**src/rtl/extbus_seq.sv**
```systemverilog
// External bus sequencer: runs one T1..T4 read/write cycle per core request.
// WAIT stretches T3; a stuck WAIT times out after WAIT_LIMIT extra cycles.
module extbus_seq #(
  parameter int WAIT_LIMIT = 15
) (
  input  logic        CLK,
  input  logic        SYNC_RES,
  input  logic        req,
  input  logic        wr,
  input  logic [7:0]  adl,
  input  logic [7:0]  adh,
  input  logic [7:0]  dout,
  input  logic [7:0]  D_in,
  input  logic        WAIT,
  output logic [15:0] A,
  output logic [7:0]  D_out,
  output logic        D_oe,
  output logic        n_rd,
  output logic        n_wr,
  output logic [7:0]  DL,
  output logic        ack,
  output logic        err,
  output logic        busy
);

  localparam int CW =
    (WAIT_LIMIT > 0) ? $clog2(WAIT_LIMIT + 1) : 1;
  localparam logic [CW-1:0] LIM = CW'(WAIT_LIMIT);

  typedef enum logic [2:0] {
    IDLE, T1, T2, T3, T4
  } state_t;

  state_t        state;
  logic [CW-1:0] cnt;
  logic          wr_q;
  logic          start;

  assign start = req && (state == IDLE || state == T4);

  always_ff @(posedge CLK) begin
    if (SYNC_RES) begin
      state <= IDLE;
      cnt   <= '0;
      wr_q  <= 1'b0;
      A     <= 16'h0000;
      D_out <= 8'h00;
      D_oe  <= 1'b0;
      n_rd  <= 1'b1;
      n_wr  <= 1'b1;
      DL    <= 8'h00;
      ack   <= 1'b0;
      err   <= 1'b0;
      busy  <= 1'b0;
    end else begin
      ack <= 1'b0;
      err <= 1'b0;
      case (state)
        IDLE, T4: begin
          if (start) begin
            state <= T1;
            cnt   <= '0;
            wr_q  <= wr;
            A     <= {adh, adl};
            D_out <= dout;
            D_oe  <= wr;
            busy  <= 1'b1;
          end else begin
            state <= IDLE;
            D_oe  <= 1'b0;
            busy  <= 1'b0;
          end
        end
        T1: begin
          state <= T2;
          n_rd  <= wr_q;
          n_wr  <= ~wr_q;
        end
        T2: state <= T3;
        T3: begin
          // leave on WAIT low, or on timeout once the budget is spent
          if (!WAIT || cnt == LIM) begin
            state <= T4;
            n_rd  <= 1'b1;
            n_wr  <= 1'b1;
            ack   <= 1'b1;
            err   <= WAIT;
            if (!wr_q)
              DL <= WAIT ? 8'hFF : D_in;
          end else begin
            cnt <= cnt + CW'(1);
          end
        end
        default: state <= IDLE;
      endcase
    end
  end

endmodule

```
**config.mk**
```make
export PLATFORM = sky130hd
export DESIGN_NAME = extbus_seq
export DESIGN_NICKNAME = d
export VERILOG_FILES = /design/src/rtl/extbus_seq.sv
export SDC_FILE = /design/constraint.sdc
export NUM_CORES = 1
export LEC_CHECK = 0
export BUFFER_PORTS_ARGS = -buffer_cell sky130_fd_sc_hd__buf_2
export CORE_AREA = 2 2 70 79
export CTS_CLUSTER_DIAMETER = 40
export CTS_CLUSTER_SIZE = 30
export DETAILED_ROUTE_END_ITERATION = 6
export DIE_AREA = 0 0 72 81
export GPL_ROUTABILITY_DRIVEN = 0
export PLACE_DENSITY = 0.74
export RECOVER_POWER = 100
export SLEW_MARGIN = 20
export SYNTH_ARGS = -nofsm -noshare
export SYNTH_HDL_FRONTEND = slang
export SYNTH_SLANG_ARGS = --single-unit
```
**constraint.sdc**
```tcl
create_clock -name CLK -period 3.6 [get_ports CLK]
set_clock_uncertainty 0.1 [all_clocks]
set_input_delay 0.36 -clock CLK [delete_from_list [all_inputs] [get_ports CLK]]
set_output_delay 0.36 -clock CLK [all_outputs]
set_load 0.03 [all_outputs]
```
==> results of run 1 <==
-- worst max-delay path: cells and delay by family (launching register included) --
family | cells | cell delay [ns]
AOI/OAI and AO/OA | 1 | 0.19
DFF | 1 | 0.41
and+or+nand+nor | 2 | 1.39
-- layout make-up --
cell class	instances	share of cell area (%)
Multi-Input combinational cell	137	34.3
Clock inverter	1	0.227
Inverter	10	1.70
Clock buffer	7	3.92
Sequential cell	46	41.8
Timing Repair Buffer	74	14.6
Tap cell	60	3.41
-- worst min-delay path by stage --
stage | start | end | slack, ns | depth (start not counted)
finish | adl[5] | A[5] | 0.20 | 3
global route | dout[1] | D_out[1] | 0.19 | 3
CTS | dout[2] | D_out[2] | 0.19 | 3
detailed placement | A[5] | A[5] | 0.34 | 2
global placement | A[14] | A[14] | 0.34 | 2
floorplan | cnt[1] | cnt[1] | 0.37 | 2
-- metal layers --
layer | vias up | part of all wire (%)
met2 | 43 | 49
li1 | 855 | -
met4 | 0 | 1.2
met1 | 779 | 44
met5 | - | 0
met3 | 6 | 5.4
-- report_power, final --
part / total (uW) / leakage (uW) / switching, uW / internal, uW
combinational: 194 / 0.000399 / 138 / 56.5
clock: 316 / 0.0000482 / 161 / 155
sequential: 569 / 0.000375 / 26.0 / 543
-- logic make-up after synthesis --
kind of cell | Yosys count | share of synthesized area (%)
simple gates | 81 | 22.0
compound gates | 55 | 21.1
flops | 46 | 48.3
buf+inv | 26 | 8.00
fa+ha+maj | 1 | 0.656
-- cell usage in the layout, fill, tap and decap left out, types with 2 or more instances in the layout --
cell / instances
nand2_1: 51
a31oi_1: 2
nand3_1: 3
nor2_1: 9
or3b_1: 2
clkbuf_8: 6
inv_1: 9
o21ai_0: 6
nand3b_1: 2
clkbuf_1: 39
a211oi_1: 2
a21oi_1: 28
buf_2: 36
a221oi_1: 7
o311ai_0: 4
nor4b_1: 2
dfxtp_1: 46
-- stage by stage --
stage	util (%)	instances	cell area [um2]	worst slack, ns	hold slack [ns]
final	42.8	335	2200	1.44	0.199
after CTS	45.2	335	2330	1.49	0.191
after global routing	42.8	335	2200	1.10	0.194
after detailed placement	43.4	327	2240	1.53	0.345
after floorplan	-	209	1910	1.99	0.374
after global placement	43.4	327	2240	1.57	0.343
-- state kept, by name, indices dropped and copies added, names as in the netlist, 3 cells and up --
register / flops
A: 16
DL: 8
D_out: 8
cnt: 4
state: 3
==> metrics.md, run 1 <==
| Metric | Value |
|---|---|
| Max Clk Rate | approximately 460 MHz |
| Synth cell count leaders | nand2_1, dfxtp_1, a21oi_1, inv_1, nor2_1 |
| Root Buffer | clkbuf_8 |
| Final WL | between 3000 and 4000 um |
| CP cell instances | nor3b_2, nand2_1, a21oi_1 |
| Port Buffers | between 70 and 80 |
| Multi-input logic area | ~760 um2 |
| GRT busiest layer | met2 |
| Initial DRC Count | 91 |
| Syn Std Cell Area | 0.00191 mm2 |
| Fin crit share | approximately three fifths |
| CP max-delay cell | nor3b_2 |
| Met1 GRT Util | ~16% |
| Vias | around 1700 |
| CTS Buf Count | 5 |
| DRC violations left | 0 |
| Vias in the first global route | between 1000 and 1500 |
| Status | complete, but fails checks |
| Hpwl dp | about 2700 um |
| Starting Density | between 30% and 40% |
| CP arrival | between 2 and 2.5 ns |
| Final setup vio count | 0 |
| Drt wl/cell | roughly 12 um |
| CP Class | reg -> reg |
| P&R area growth vs syn | 15.6% |
| Top cells by area, synth | dfxtp_1, nand2_1, a21oi_1 |
| Global route total overflow | 0 |
| Final Hold Viols | 0 |
| Met2 GRT Util | 24.4% |
| CTS Hold Bufs | 0 |
| Critical Path End | D_oe |
| Fraction of layout cells with a size suffix above 1 | between 10% and 20% |
| Clock-pin slew on the worst setup and hold paths | approximately 0.08 ns |
| # diodes | 0 |
| Worst r2r dst | D_oe |
| Post-synth ARST share | 0% |
| GRT Overall Usage | 14.1% |
| RSZ-0062 raised after global routing | false |
| Static Leak | 0.000823 uW |
| Vias per cell | 5.02 |
| Critical path's largest stage delay | around 1.2 ns |
| Overall Power | about 1100 uW |
| Initial antenna violation count | 0 |
| Crit path launch type | flip-flop |
| ANT nets after route | 0 |
| Crit path launch | state[0] |
| CP required | 3.72 ns |
| Count of pins over their slew limit | 0 |
| Top-count cell post-synth | nand2_1 |
| Top cell type's share of synthesized area | a little under 50% |
| Synthesized area per cell | approximately 9.1 um2 |
| Top FF cell, synth | dfxtp_1 |
| Io pins | 75 |
| Fillcell total | 548 |
| Minimum clock period | 2.16 ns |
| Yosys warns | 0 |
| Max Fanout on Critical Path | 25 |
| Distinct cells, synth | a little over 40 |
| Sink Count | 46 |
| Bufs on Longest Clock Path | 2 |
| Syn_nets | about 250 |
| Post-CTS setup buffers | 0 |
| Worst setup EP type | flip-flop |
| Reg area | 921 um2 |
| Cts repair resizes | 0 |
| Die ar. | about 0.0058 mm2 |
| Yosys reg bits | 46 |
| Nets | 312 |
| Die Wd | just over 70 um |
| Syn Inst Count | 209 |
| Row count | 28 |
| Largest net degree at the start of global routing | 46 |
| CTS tree | yes |
| Yosys top cell by area | dfxtp_1 |
| Setup TNS | 0 ns |
| R2R depth | 3 |
| Pwr per Cell Area | between 400 and 500 mW/mm2 |
| Core footprint | approximately 0.0051 mm2 |
| First drt pass iteration count | 4 |
| R2r setup slk | between 1 and 1.5 ns |
| Post-synthesis sequential area ratio | about half |
| Worst Hold Class | in -> reg |
| Post-synth EDFFs | 0 |
| Max_slew headroom | 0.816% |
| Die height | ~80 um |
| Failing checks | capacitance limit |
| CTS HTree Levels | 2 |
| Worst reg2reg startpoint | state[0] |
| First-pass GRT wire length | 6560 um |
| IR drop worst, VDD | 0.000226 V |
| MaxCap Viol Count | 1 |
| Clk_lat worst skew | between 0.2 and 0.3 ns |
| M3 GR Usage | roughly 4.1% |
| Least-Margin Pin Slew | between 1 and 1.5 ns |
No activity file was read; power rests on OpenSTA's default activity.
==> run 2: changes to the inputs <==
- ABC_AREA: not set -> 1
- CORE_AREA: 2 2 70 79 -> 2 2 68 76
- DIE_AREA: 0 0 72 81 -> 0 0 70 78
- PLACE_DENSITY: 0.74 -> 0.75
- clock period: 3.6 -> 2 ns (I/O delays scaled with it)
==> metrics.md, run 2 <==
| Metric | Value |
|---|---|
| Status | complete, no violations (was complete, but fails checks) |
| Cells after DPL | 358 (was 327) |
| Final WL | 3940 um (was 3960 um) |
| Max_slew headroom | 62.0% (was 0.816%) |
| Nets | 347 (was 312) |
| CP bufs+invs | 1 (was 0) |
| Global route total overflow | 0 (unchanged) |
| Most common cell after layout, fill and taps aside | nor2_1 (was nand2_1) |
| Vias | 1713 (was 1683) |
| # diodes | 0 (unchanged) |
| Core footprint | 0.00462 mm2 (was 0.00515 mm2) |
| CP arrival | 1.80 ns (was 2.27 ns) |
| Max FFs per register | 16 (unchanged) |
| Vias in the first global route | 1520 (was 1479) |
| DRC violations left | 0 (unchanged) |
| Fillcell total | 474 (was 548) |
| Top cell type's share of synthesized area | 51.9% (was 48.3%) |
| Syn Std Cell Area | 0.00177 mm2 (was 0.00191 mm2) |
| Post-synth EDFFs | 0 (unchanged) |
| Top FF cell, synth | dfxtp_1 (unchanged) |
| Static Leak | 0.000966 uW (was 0.000823 uW) |
| Die ar. | 0.00546 mm2 (was 0.00583 mm2) |
| Bufs on Longest Clock Path | 2 (unchanged) |
| Regs by FF count | A: 16 flops, DL: 8 flops, D_out: 8 flops (unchanged) |
| Post-synth ARST share | 0% (unchanged) |
| Design area | 0.00222 mm2 (was 0.00220 mm2) |
| Starting Density | 38.4% (was 37.0%) |
| Synth cell count leaders | nor2_1, dfxtp_1, nand2_1, o21ai_0, nand3_1 (was nand2_1, dfxtp_1, a21oi_1, inv_1, nor2_1) |
| Yosys warns | 0 (unchanged) |
| Post-CTS setup buffers | 0 (unchanged) |
| Die height | 78 um (was 81 um) |
| CP required | 2.09 ns (was 3.72 ns) |
| Initial DRC Count | 83 (was 91) |
| Most frequent cells in the layout | nor2_1, dfxtp_1, clkbuf_1 (was nand2_1, dfxtp_1, clkbuf_1) |
| Distinct cells, synth | 20 (was 41) |
| CTS Buf Count | 5 (unchanged) |
| Fraction of layout cells with a size suffix above 1 | 17.1% (was 17.8%) |
| Crit path launch type | flip-flop (unchanged) |
| CTS HTree Levels | 2 (unchanged) |
| Synthesized area per cell | 7.51 um2 (was 9.12 um2) |
| Worst r2r dst | DL[1] (was D_oe) |
| Top-count cell post-synth | nor2_1 (was nand2_1) |
| CTS Hold Bufs | 0 (unchanged) |
| Stages on the worst setup path | 7 (was 3) |
| Reg with most FFs | A (unchanged) |
| CTS tree | yes (unchanged) |
| P&R area growth vs syn | 25.3% (was 15.6%) |
| Worst reg2reg startpoint | state[1] (was state[0]) |
| Yosys top cell by area | dfxtp_1 (unchanged) |
| Final Instance Count excl. Fillers | 366 (was 335) |
| Final setup vio count | 0 (unchanged) |
| First drt pass iteration count | 5 (was 4) |
| CP Class | reg -> reg (unchanged) |
| Clock-pin slew on the worst setup and hold paths | 0.08 ns (about the same) |
| Clk_lat worst skew | 0.29 ns (about the same) |
| R2r setup slk | 0.29 ns (was 1.44 ns) |
| Drt wl/cell | 10.8 um (was 11.8 um) |
| Worst Hold Class | in -> reg (unchanged) |
| Least-Margin Pin Slew | 0.569 ns (was 1.48 ns) |
| Post-synthesis sequential area ratio | 51.9% (was 48.3%) |
| R2R depth | 7 (was 3) |
| Reg area | 921 um2 (unchanged) |
| CP cell instances | nand2_1, nor2_4, inv_2, nor2_2, nand3_1, nand2_1, nor2_1 (was nor3b_2, nand2_1, a21oi_1) |
| Sink Count | 46 (unchanged) |
| Port Buffers | 74 (unchanged) |
| Critical path's largest stage delay | 0.44 ns (was 1.20 ns) |
| Root Buffer | clkbuf_8 (unchanged) |
| Syn_nets | 274 (was 247) |
| Multi-input logic area | 746 um2 (was 757 um2) |
| CP max-delay cell | nor2_2 (was nor3b_2) |
| Top cells by area, synth | dfxtp_1, nor2_1, o21ai_0 (was dfxtp_1, nand2_1, a21oi_1) |
| Vias per cell | 4.68 (was 5.02) |
| Max Clk Rate | 586 MHz (was 463 MHz) |
| GRT Overall Usage | 14.9% (was 14.1%) |
| Cell family with most CP delay | simple AND/OR/NAND/NOR gates (unchanged) |
| Area after DPL | 0.00217 mm2 (was 0.00224 mm2) |
| Final Hold Viols | 0 (unchanged) |
| Syn Inst Count | 236 (was 209) |
| Critical Path End | DL[1] (was D_oe) |
| Minimum clock period | 1.71 ns (was 2.16 ns) |
| Row count | 26 (was 28) |
| Setup TNS | 0 ns (unchanged) |
| ANT nets after route | 0 (unchanged) |
| IR drop worst, VDD | 0.000563 V (was 0.000226 V) |
| Fin crit share | 85.3% (was 59.9%) |
| First-pass GRT wire length | 6480 um (was 6560 um) |
| Die Wd | 70 um (was 72 um) |
| Initial antenna violation count | 0 (unchanged) |
| Count of pins over their slew limit | 0 (unchanged) |
| CP dominant cell by count | nand2_1 |
| MaxCap Viol Count | 0 (was 1) |
| Hpwl dp | 2860 um (was 2690 um) |
| Io pins | 75 (unchanged) |
| Crit path launch | state[1] (was state[0]) |
| Yosys reg bits | 46 (unchanged) |
| Worst setup EP type | flip-flop (unchanged) |
| Largest net degree at the start of global routing | 26 (was 46) |
| Max Fanout on Critical Path | 16 (was 25) |
| Pwr per Cell Area | 960 mW/mm2 (was 489 mW/mm2) |
| RSZ-0062 raised after global routing | false (unchanged) |
| Cts repair resizes | 0 (unchanged) |
-- run 2: cell count changes in the layout (fill, tap and decap cells not counted), moves of 2 or more --
cell	previous run	this run
a211oi_1	2	0
a21oi_1	28	13
a221oi_1	7	0
buf_4	0	2
inv_1	9	6
nand2_1	51	30
nand3_1	3	19
nand3b_1	2	0
nor2_1	9	73
nor3_1	0	3
nor4b_1	2	0
o21ai_0	6	24
o311ai_0	4	0
or3b_1	2	0
-- run 2: layout make-up --
| type | instances | area share (%) |
|---|---|---|
| timing repair buffer | 77 | 15.4 |
| sequential | 46 | 41.4 |
| multi-input combinational | 170 | 33.6 |
| inverter | 9 | 1.52 |
| tap | 56 | 3.15 |
| clock buffer | 5 | 3.10 |
| clock inverter | 3 | 1.80 |
-- run 2: worst min-delay path, stage by stage --
cell     delay (ns)
buf_2          0.07
o21ai_0        0.07
nor2_1         0.07
-- run 2: cells by family after synthesis --
group                      Yosys count  synth area share, %
and+or+nand+nor                    130                 30.6
DFF                                 46                 51.9
AOI/OAI and AO/OA                   38                 10.8
buffers and inverters               20                 5.43
xor gates and xnor gates             1                0.494
adders and majority gates            1                0.706
-- run 2: report_power, final --
group	switching [uW]	internal, uW
sequential	45.4	995
combinational	309	123
clock	294	368
total	649	1490
-- run 2: how the worst min path moves through the flow --
stage	startpoint	to	slack, ns	depth (start not counted)
floorplan	SYNC_RES	D_oe	0.17	1
global placement	busy	busy	0.35	2
global route	SYNC_RES	busy	0.04	2
detailed placement	busy	busy	0.35	2
CTS	adh[0]	A[8]	0.04	3
finish	adh[0]	A[8]	0.04	3
-- run 2: metrics by stage --
stage	worst slack (ns)	total power, uW	util (%)	hold slack, ns
after CTS	0.352	2190	49.4	0.0358
after floorplan	0.636	1380	-	0.169
final	0.294	2130	48.1	0.0438
after detailed placement	0.360	1520	47.0	0.350
after global routing	0.103	2260	48.1	0.0371
after global placement	0.424	1510	47.0	0.346
-- run 2: layer usage --
metal | track usage, % | share of wire [%] | wire (um)
met1 | 16.3 | 43 | 1690
met5 | 0 | 0 | 0
met2 | 25.8 | 47 | 1860
met3 | 5.58 | 8.3 | 327
met4 | 5.96 | 1.4 | 56
